### src/rtl/beagleg_pkg.sv
// Shared command/state definitions for the BeagleG SPI command path.
package beagleg_pkg;

    // Host command opcodes (upper nibble of the command byte)
    typedef enum logic [3:0] {
        CMD_NO_OP        = 4'd0,
        CMD_STATUS       = 4'd1,
        CMD_WRITE_FIFO   = 4'd2,
        CMD_CLEAR_ERRORS = 4'd3
    } command_t;

    // Router decode states
    typedef enum logic [2:0] {
        ST_IDLE,
        ST_STATUS_STREAM,
        ST_WRITE_REC,
        ST_DROP_REC,
        ST_DISCARD
    } router_state_t;

    // Bit positions inside error_flags
    localparam int unsigned ERR_OVERFLOW    = 0;
    localparam int unsigned ERR_BAD_CHANNEL = 1;
    localparam int unsigned ERR_TRUNCATED   = 2;
    localparam int unsigned ERR_CHECKSUM    = 3;
    localparam int unsigned ERR_W           = 4;

    // Clamp a count to what fits in one status byte
    function automatic logic [7:0] sat8(input logic [31:0] v);
        return (v > 32'd255) ? 8'hFF : v[7:0];
    endfunction

endpackage

### src/rtl/spi_command_router.sv
// SPI command router: decodes the host byte stream into commands, routes
// motion-segment records to one of CHANNELS FIFOs and streams free-slot status.
// Optional feature macro: ROUTER_CHECKSUM_EN (per-record XOR checksum byte).
module spi_command_router
    import beagleg_pkg::*;
#(
    parameter int unsigned CHANNELS     = 2,
    parameter int unsigned RECORD_WORDS = 4,
    parameter int unsigned SLOTS        = 16,
    localparam int unsigned SIZE_W      = $clog2(SLOTS * RECORD_WORDS) + 1
) (
    input  logic                         clk,
    input  logic                         reset,
    input  logic                         spi_cs,
    input  logic [7:0]                   rx_data,
    input  logic                         rx_valid,
    output logic [7:0]                   tx_data,
    input  logic [CHANNELS*SIZE_W-1:0]   fifo_size,
    output logic [CHANNELS-1:0]          fifo_wr_en,
    output logic [7:0]                   fifo_wr_data,
    output logic [ERR_W-1:0]             error_flags
);

    localparam int unsigned LOG2_RW = $clog2(RECORD_WORDS);
    localparam int unsigned IDX_W   = $clog2(RECORD_WORDS + 1);
`ifdef ROUTER_CHECKSUM_EN
    localparam int unsigned LAST_IDX = RECORD_WORDS;
`else
    localparam int unsigned LAST_IDX = RECORD_WORDS - 1;
`endif

    router_state_t        r_state;
    logic [3:0]           r_ch;
    logic [3:0]           r_ptr;
    logic [IDX_W-1:0]     r_idx;
    logic [1:0]           r_guard;
    logic [7:0]           r_tx_data;
    logic [CHANNELS-1:0]  r_wr_en;
    logic [7:0]           r_wr_data;
    logic [ERR_W-1:0]     r_error_flags;
`ifdef ROUTER_CHECKSUM_EN
    logic [7:0]           r_csum;
`endif

    logic [SIZE_W-1:0]    w_free [CHANNELS];
    logic [SIZE_W-1:0]    w_free_min;
    logic [SIZE_W-1:0]    w_free_ch;
    logic [SIZE_W-1:0]    w_free_ptr;
    logic [CHANNELS-1:0]  w_ch_onehot;
    logic                 w_bad_ch;
    logic                 w_rec_overflow;
    logic                 w_last_idx;

    // Per-channel free record slots and write-select decode
    for (genvar c = 0; c < CHANNELS; c++) begin : g_free
        logic [SIZE_W-1:0] w_used;
        assign w_used         = fifo_size[c*SIZE_W +: SIZE_W] >> LOG2_RW;
        assign w_free[c]      = (w_used >= SIZE_W'(SLOTS)) ? '0 : SIZE_W'(SLOTS) - w_used;
        assign w_ch_onehot[c] = (r_ch == 4'(c));
    end

    // Minimum free over all channels plus free() of the selected and streamed channel
    always_comb begin
        w_free_min = w_free[0];
        w_free_ch  = '0;
        w_free_ptr = '0;
        for (int c = 0; c < CHANNELS; c++) begin
            if (w_free[c] < w_free_min) w_free_min = w_free[c];
            if (r_ch == 4'(c))          w_free_ch  = w_free[c];
            if (r_ptr == 4'(c))         w_free_ptr = w_free[c];
        end
    end

    assign w_bad_ch   = {1'b0, rx_data[3:0]} >= 5'(CHANNELS);
    assign w_last_idx = (r_idx == IDX_W'(LAST_IDX));
    // A record started right after our own record write sees a stale fill level
    assign w_rec_overflow = (r_guard != 2'd0) ? (w_free_ch < SIZE_W'(2)) : (w_free_ch == '0);

    // Command decode FSM with registered outputs
    always_ff @(posedge clk or posedge reset) begin
        if (reset) begin
            r_state       <= ST_IDLE;
            r_ch          <= '0;
            r_ptr         <= '0;
            r_idx         <= '0;
            r_guard       <= '0;
            r_tx_data     <= '0;
            r_wr_en       <= '0;
            r_wr_data     <= '0;
            r_error_flags <= '0;
`ifdef ROUTER_CHECKSUM_EN
            r_csum        <= '0;
`endif
        end else begin
            r_wr_en <= '0;
            if (r_guard != 2'd0) r_guard <= r_guard - 2'd1;

            if (spi_cs) begin
                if (r_state == ST_WRITE_REC && r_idx != '0)
                    r_error_flags[ERR_TRUNCATED] <= 1'b1;
                r_state   <= ST_IDLE;
                r_tx_data <= sat8(32'(w_free_min));
            end else begin
                case (r_state)
                    ST_IDLE: begin
                        r_tx_data <= sat8(32'(w_free_min));
                        if (rx_valid) begin
                            r_ch  <= rx_data[3:0];
                            r_ptr <= rx_data[3:0];
                            r_idx <= '0;
                            case (command_t'(rx_data[7:4]))
                                CMD_STATUS: begin
                                    if (w_bad_ch) begin
                                        r_error_flags[ERR_BAD_CHANNEL] <= 1'b1;
                                        r_state <= ST_DISCARD;
                                    end else begin
                                        r_tx_data <= {r_error_flags, 4'b0000};
                                        r_state   <= ST_STATUS_STREAM;
                                    end
                                end
                                CMD_WRITE_FIFO: begin
                                    if (w_bad_ch) begin
                                        r_error_flags[ERR_BAD_CHANNEL] <= 1'b1;
                                        r_state <= ST_DISCARD;
                                    end else begin
                                        r_state <= ST_WRITE_REC;
                                    end
                                end
                                CMD_CLEAR_ERRORS: r_error_flags <= '0;
                                default: ;
                            endcase
                        end
                    end
                    ST_STATUS_STREAM: begin
                        if (rx_valid) begin
                            r_tx_data <= sat8(32'(w_free_ptr));
                            r_ptr     <= (r_ptr == 4'(CHANNELS - 1)) ? 4'd0 : r_ptr + 4'd1;
                        end
                    end
                    ST_WRITE_REC: begin
                        if (rx_valid) begin
                            if (r_idx == '0 && w_rec_overflow) begin
                                r_error_flags[ERR_OVERFLOW] <= 1'b1;
                                r_idx   <= IDX_W'(1);
                                r_state <= ST_DROP_REC;
                            end
`ifdef ROUTER_CHECKSUM_EN
                            else if (r_idx == IDX_W'(RECORD_WORDS)) begin
                                if (r_csum != rx_data) r_error_flags[ERR_CHECKSUM] <= 1'b1;
                                r_idx <= '0;
                            end
`endif
                            else begin
                                r_wr_en   <= w_ch_onehot;
                                r_wr_data <= rx_data;
`ifdef ROUTER_CHECKSUM_EN
                                r_csum    <= (r_idx == '0) ? rx_data : (r_csum ^ rx_data);
`endif
                                if (r_idx == IDX_W'(RECORD_WORDS - 1)) r_guard <= 2'd2;
                                r_idx <= w_last_idx ? '0 : r_idx + IDX_W'(1);
                            end
                        end
                    end
                    ST_DROP_REC: begin
                        if (rx_valid) begin
                            r_idx <= w_last_idx ? '0 : r_idx + IDX_W'(1);
                            if (w_last_idx) r_state <= ST_WRITE_REC;
                        end
                    end
                    ST_DISCARD: ;
                    default: r_state <= ST_IDLE;
                endcase
            end
        end
    end

    assign tx_data      = r_tx_data;
    assign fifo_wr_en   = r_wr_en;
    assign fifo_wr_data = r_wr_data;
    assign error_flags  = r_error_flags;

endmodule

### config.mk
export PLATFORM = sky130hd
export DESIGN_NAME = spi_command_router
export DESIGN_NICKNAME = d
export VERILOG_FILES = /design/src/rtl/beagleg_pkg.sv /design/src/rtl/spi_command_router.sv
export SDC_FILE = /design/constraint.sdc
export NUM_CORES = 1
export LEC_CHECK = 0
export ABC_AREA = 1
export BUFFER_PORTS_ARGS = -buffer_cell sky130_fd_sc_hd__buf_2
export CAP_MARGIN = 20
export CORE_AREA = 2 2 96 98
export CTS_BUF_LIST = sky130_fd_sc_hd__clkbuf_4
export DETAILED_ROUTE_END_ITERATION = 12
export DIE_AREA = 0 0 98 100
export GPL_TIMING_DRIVEN = 0
export PLACE_DENSITY = 0.49
export SLEW_MARGIN = 10
export SYNTH_ARGS = -nofsm -noshare
export SYNTH_HDL_FRONTEND = slang
export SYNTH_SLANG_ARGS = --single-unit
### constraint.sdc
create_clock -name clk -period 1.7 [get_ports clk]
set_input_delay 0.255 -clock clk [delete_from_list [all_inputs] [get_ports clk]]
set_output_delay 0.255 -clock clk [all_outputs]
set_load 0.02 [all_outputs]
# Yosys cells after proc, flatten, opt, wreduce, memory -nomap -nowiden
# Cells that the tools add are included.
# word_totals
inputBits	26
wordCells	132
reg_bits	37
output_inout_bits	22
# op_classes
n_reduce_logical	28
n_addsub	5
n_lt_le_gt_ge	5
bitwise	2
muxes	55
n_eq_ne	26
# ops
op	count
$mux W7	10
$mux W3	14
$mux W2	11
$mux W8	2
$pmux W8 S2	1
$ne A3 B3 Y1 const B	5
$reduce_bool A2 Y1	7
$eq A4 B1 Y1 const B	3
$mux W4	3
$pmux W3 S4	1
$reduce_and A4 Y1	3
$sub A5 B5 Y6 const A	2
$ge A5 B5 Y1 const B	2
$ne A2 B1 Y1 const B	5
$reduce_and A5 Y1	2
$eq A3 B2 Y1 const B	3
$pmux W3 S3	1
$reduce_bool A3 Y1	3
$eq A4 B2 Y1 const B	2
$logic_not A4 Y1	2
$mux W1	8
$ne A2 B2 Y1 const B	4
$pmux W4 S2	1
$logic_not A7 Y1	1
other kinds (20)	25

# Longest topological paths before layout
# depth
depth_word	11
depth_mapped	21
mapped_depth_nobuf	21

# Worst setup path before layout
# OpenSTA, ideal clock, no wires.
# synth_timing
path_type	input to register
startpoint	in fifo_size[9]
endpoint	reg r_tx_data[5], in the netlist tx_data[5]
path_stages	18
t_required_ps	1584
setup_time_ps	116
t_arrival_ps	2255
n_path_buf	0
path_slack_ps	-671
cell_sequence	inv_1 ha_1 nand2_1 inv_1 ha_1 inv_2 nand2_4 nor2_4 ha_1 a21o_1 a21oi_1 nand2_1 nand2_1 nand3_1 nand2_1 nand2_1 nand2_1 nand2_1
# synth_between
elab_chain_len	9
elab_cells_between_ends	12
cone_classes	1 x add/sub; 2 x order compare; 9 x mux
# synth_rtl
item	line	text
start, declared	spi_command_router.sv:18	input logic [CHANNELS*SIZE_W-1:0] fifo_size,
$sub A5 B5 Y6 / $ge A5 B5 Y1 (equally long branches)	spi_command_router.sv:58	assign w_free[c] = (w_used >= SIZE_W'(SLOTS)) ? '0 : SIZE_W'(SLOTS) - w_used;
$mux W7 (*)	spi_command_router.sv:58	
$lt A7 B7 Y1	spi_command_router.sv:68	if (w_free[c] < w_free_min) w_free_min = w_free[c];
$mux W7	spi_command_router.sv:68	
$mux W7	spi_command_router.sv:113	if (w_bad_ch) begin
$mux W7	spi_command_router.sv:111	case (command_t'(rx_data[7:4]))
$mux W7	spi_command_router.sv:107	if (rx_valid) begin
$pmux W8 S2	spi_command_router.sv:104	case (r_state)
$mux W8 (*)	spi_command_router.sv:98	if (spi_cs) begin
end signal, assigned	spi_command_router.sv:102	r_tx_data <= sat8(32'(w_free_min));
end signal, assigned	spi_command_router.sv:106	r_tx_data <= sat8(32'(w_free_min));
end signal, assigned	spi_command_router.sv:117	r_tx_data <= {r_error_flags, 4'b0000};
end, declared	spi_command_router.sv:37	logic [7:0] r_tx_data;
# Every way passes the cells marked *; elsewhere a longest branch is shown, timed or not. The select of a mux whose other input is x is not followed.
# A chain may end at the register's enable or synchronous reset.

# Worst setup path in the final report
# layout_timing
startpoint	in fifo_size[2]
endpoint	reg r_tx_data[3], in the netlist tx_data[3]
# The elaborated chain is that of the path after synthesis.

==> key figures <==
Global routing
  • First-pass GRT wire length: 12000 um
  • Antenna violations before repair: 0
  • GRT Overall Usage: 15.1%
  • Overflow after GRT: 0
  • Vias in the first global route: between 2000 and 3000
  • Largest net degree at the start of global routing: 37

Status
  • Failing checks: setup timing
  • Outcome: complete, but fails checks

Synthesis
  • Register area share after synthesis: between 30% and 40%
  • Compound-Gate Fraction of Synth Area: about 11%
  • Post-synthesis mux area share: 0%
  • Synth top area share: 34.9%
  • Post-synthesis adder-cell area fraction: 5.33%
  • Mapped Avg Cell Area: 6.90 um^2
  • Netlist cell types: 38
  • Area share of xor/xnor cells in the synthesized design: 0.679%
  • Post-synth EDFFs: 0
  • Synth async-reset ratio: 100%
  • Simple-Gate Fraction of Synth Area: 36.8%
  • Count leader, synth: nand2_1
  • Largest family of logic cells by synthesized area: simple AND/OR/NAND/NOR gates
  • YS warnings: 0
  • Top cells by area, synth: dfrtp_1 (35%), nand2_1 (14%), inv_1 (7.7%)
  • Post-Syn Instances: between 300 and 400
  • Post-synth top area cell: dfrtp_1
  • Syn Std Cell Area: 2580 um^2
  • Synth Flop Type: dfrtp_1
  • Register bit total from synthesis: 36
  • Top cells by count, synth: nand2_1 (96), inv_1 (53), nor2_1 (44)

Timing
  • Worst slew margin: 45.3%
  • Final WS setup: -0.258 ns
  • Crit path time final: 1.96 ns
  • Fin. Hold Viols: 0
  • Period utilization: 115%
  • Fmax: just over 0.5 GHz
  • Final setup vio count: 9
  • Max-slew violations: 0
  • Clk_skew: 0.0103 ns
  • RSZ-0062 raised after global routing: true
  • Actual slew at the worst max-slew pin: just over 0.8 ns

Pwr
  • Pleak: 0.00185 uW
  • VDD IR max: ~0.61 mV
  • Sw frac: 46.4%
  • Power Dens Cells: 1060 nW/um^2
  • Combinational power share: a little over half
  • Clk pwr share: about an eighth
  • Psw: 1750 uW
  • Power Total: 3770 uW
  • Sequential share of power: 35.0%
  • Cell-internal power: 2020 uW

Cells and area
  • Synth-to-layout area growth: 37.8%
  • Design Area, Final: between 3000 and 4000 um^2
  • Ant diodes: 0
  • Final core occ: 40.0%
  • Layout cell share with drive strength beyond 1: 37.4%
  • Non-Filler Instances: 558
  • Nets: 483
  • Filler cell count: just under 1000

Floorplanning
  • Die H: 100 um
  • CORE AREA: ~8900 um^2
  • Die ar.: about 9800 um^2
  • Die Width: between 90 and 100 um
  • I/O pin count: 48
  • Initial Utilization: 29.0%
  • Row count: 35

Worst setup path
  • Top delay family on crit path: simple AND/OR/NAND/NOR gates
  • Startpoint Class: input pin
  • Req. time, crit path: 2.00 ns
  • Critical Path Source: fifo_size[2]
  • Reg-to-Reg Start: r_state[2]
  • CP Capture Type: flip-flop
  • Worst Path Arrival: 2.25 ns
  • Critical path cell sequence: buf_8 -> inv_6 -> ha_4 -> nand3_2 -> inv_2 -> ha_4 -> inv_4 -> nand2_4 -> inv_2 -> nand3_2 -> ha_1 -> nand4_1 -> nand2_2 -> o21ai_1 -> o21a_1 -> nor2_1
  • Slowest CP cell: ha_1
  • Worst path bufs/invs: 5
  • Max stage delay on crit path: 0.33 ns
  • Crit-path max FO: 5
  • Crit path kind: in -> reg

Route
  • Residual DRC: 0
  • DRT Wirelength: 7290 um
  • DRT iter0 DRCs: 110
  • Via/cell ratio: 4.80
  • Drt pass-1 iters: 4
  • Routed wire per std cell: 13.1 um
  • Via count: around 2700
  • Final ANT Viol Nets: 0

Placement
  • Placer Congestion: between 0.8 and 0.9
  • Port Buf Inserts: 40
  • Post-DP HPWL: between 5000 and 6000 um
  • Placed cell area: 3050 um^2
  • Setup Slack @ Placement: -0.811 ns
  • Placed cell count: ~530

Job
  • Max Cap Viol: 0

CTS
  • Clock buffer depth: 2
  • H-tree depth: 2
  • Num CTS Buffers: 5
  • Clock slew at reported path FFs: 0.12 ns
  • CTS root buf: clkbuf_4
  • CTS sink count: 36
  • CTS tree: built
  • Clk_lat worst skew: ~0.35 ns

Hold path
  • Hold/Removal Path Class: in -> async
## flip-flops by register name, summed over array words and instances (netlist names)
signal and count:
fifo_wr_en 2, r_ptr 4, fifo_wr_data 8, tx_data 7
r_state 3, r_guard 2, r_idx 3, r_ch 4
error_flags 3
## cell usage in the layout (no fill, tap or decap), types with 6 or more instances in the layout
| master | netlist | layout |
|---|---|---|
| dfrtp_1 | 36 | 35 |
| inv_1 | 53 | 41 |
| nand2_1 | 96 | 80 |
| ha_4 | 0 | 7 |
| nand2_2 | 4 | 14 |
| inv_2 | 11 | 15 |
| nor2_2 | 5 | 6 |
| clkbuf_4 | 0 | 6 |
| nor2_4 | 3 | 11 |
| a21oi_1 | 19 | 14 |
| nor2_1 | 44 | 35 |
| buf_2 | 3 | 38 |
| o22ai_1 | 7 | 7 |
| o21ai_0 | 12 | 11 |
| buf_4 | 2 | 24 |
| nand4_1 | 14 | 14 |
| nand3_2 | 1 | 6 |
| nand2_4 | 1 | 7 |
| nand3_1 | 21 | 15 |
## through the flow
step,hold slack (ns),TNS (ns)
floorplan,0.372,-2.41
global placement,0.453,-11.03
CTS,0.0500,-1.33
finish,0.0409,-1.39
global route,0.0844,-3.47
detailed placement,0.457,-11.58
## path summary, 6_finish.rpt
| kind | end | slack, ns | depth (start not counted) |
|---|---|---|---|
| worst max-delay path | tx_data[3] | -0.26 | 16 |
| worst min-delay path | fifo_wr_en[0] | 0.04 | 2 |
| worst max register to register | tx_data[3] | 0.01 | 8 |
| worst min register to register | fifo_wr_data[6] | 0.48 | 2 |
| max in group asynchronous | r_state[0] | 1.08 | 2 |
| min in group clk | r_ch[0] | 0.14 | 3 |
## kinds of logic (layout without fill, tap and decap cells)
group	after synthesis	count (layout)
compound gates	51	51
xor+xnor	2	2
fa+ha+maj	11	11
buf+inv	70	141
flops	36	36
other cells	1	2
simple gates	203	204
## power by group through the flow
| stage | logic, uW | clock network, uW | registers, uW |
|---|---|---|---|
| detailed placement | 1660 | 0 | 1330 |
| floorplan | 1030 | 0 | 1480 |
| global route | 2190 | 547 | 1360 |
| finish | 1960 | 492 | 1320 |
| global placement | 1650 | 0 | 1320 |
| CTS | 1780 | 528 | 1320 |
## cell type report
cell class	instances	area (um^2)	area share (%)
clock inverters	3	18.8	0.528
clock buffers	5	37.5	1.06
well taps	111	139	3.91
inverters	64	280	7.88
repair buffers	63	418	11.8
plain buffers	6	43.8	1.23
multi-input cells	270	1720	48.3
flip-flops and latches	36	902	25.4
## timing repair
action	CTS	global route
cloned	1	0
resized for setup	41	34
buffers inserted	13	10
setup endpoints to repair	17	26
hold buffers	0	0
pin swaps	24	19
## metal layers
metal  share of wire, %  routed length (um)  up-vias  GRT usage, %
li1                   -                   -     1351             -
met1                 45                3300     1274          19.0
met2                 50                3630       38          26.6
met3                2.8                 203       13          2.37
met4                2.1                 150        0          5.24
met5                  0                   0        -             0
No activity file was read; power rests on OpenSTA's default activity.
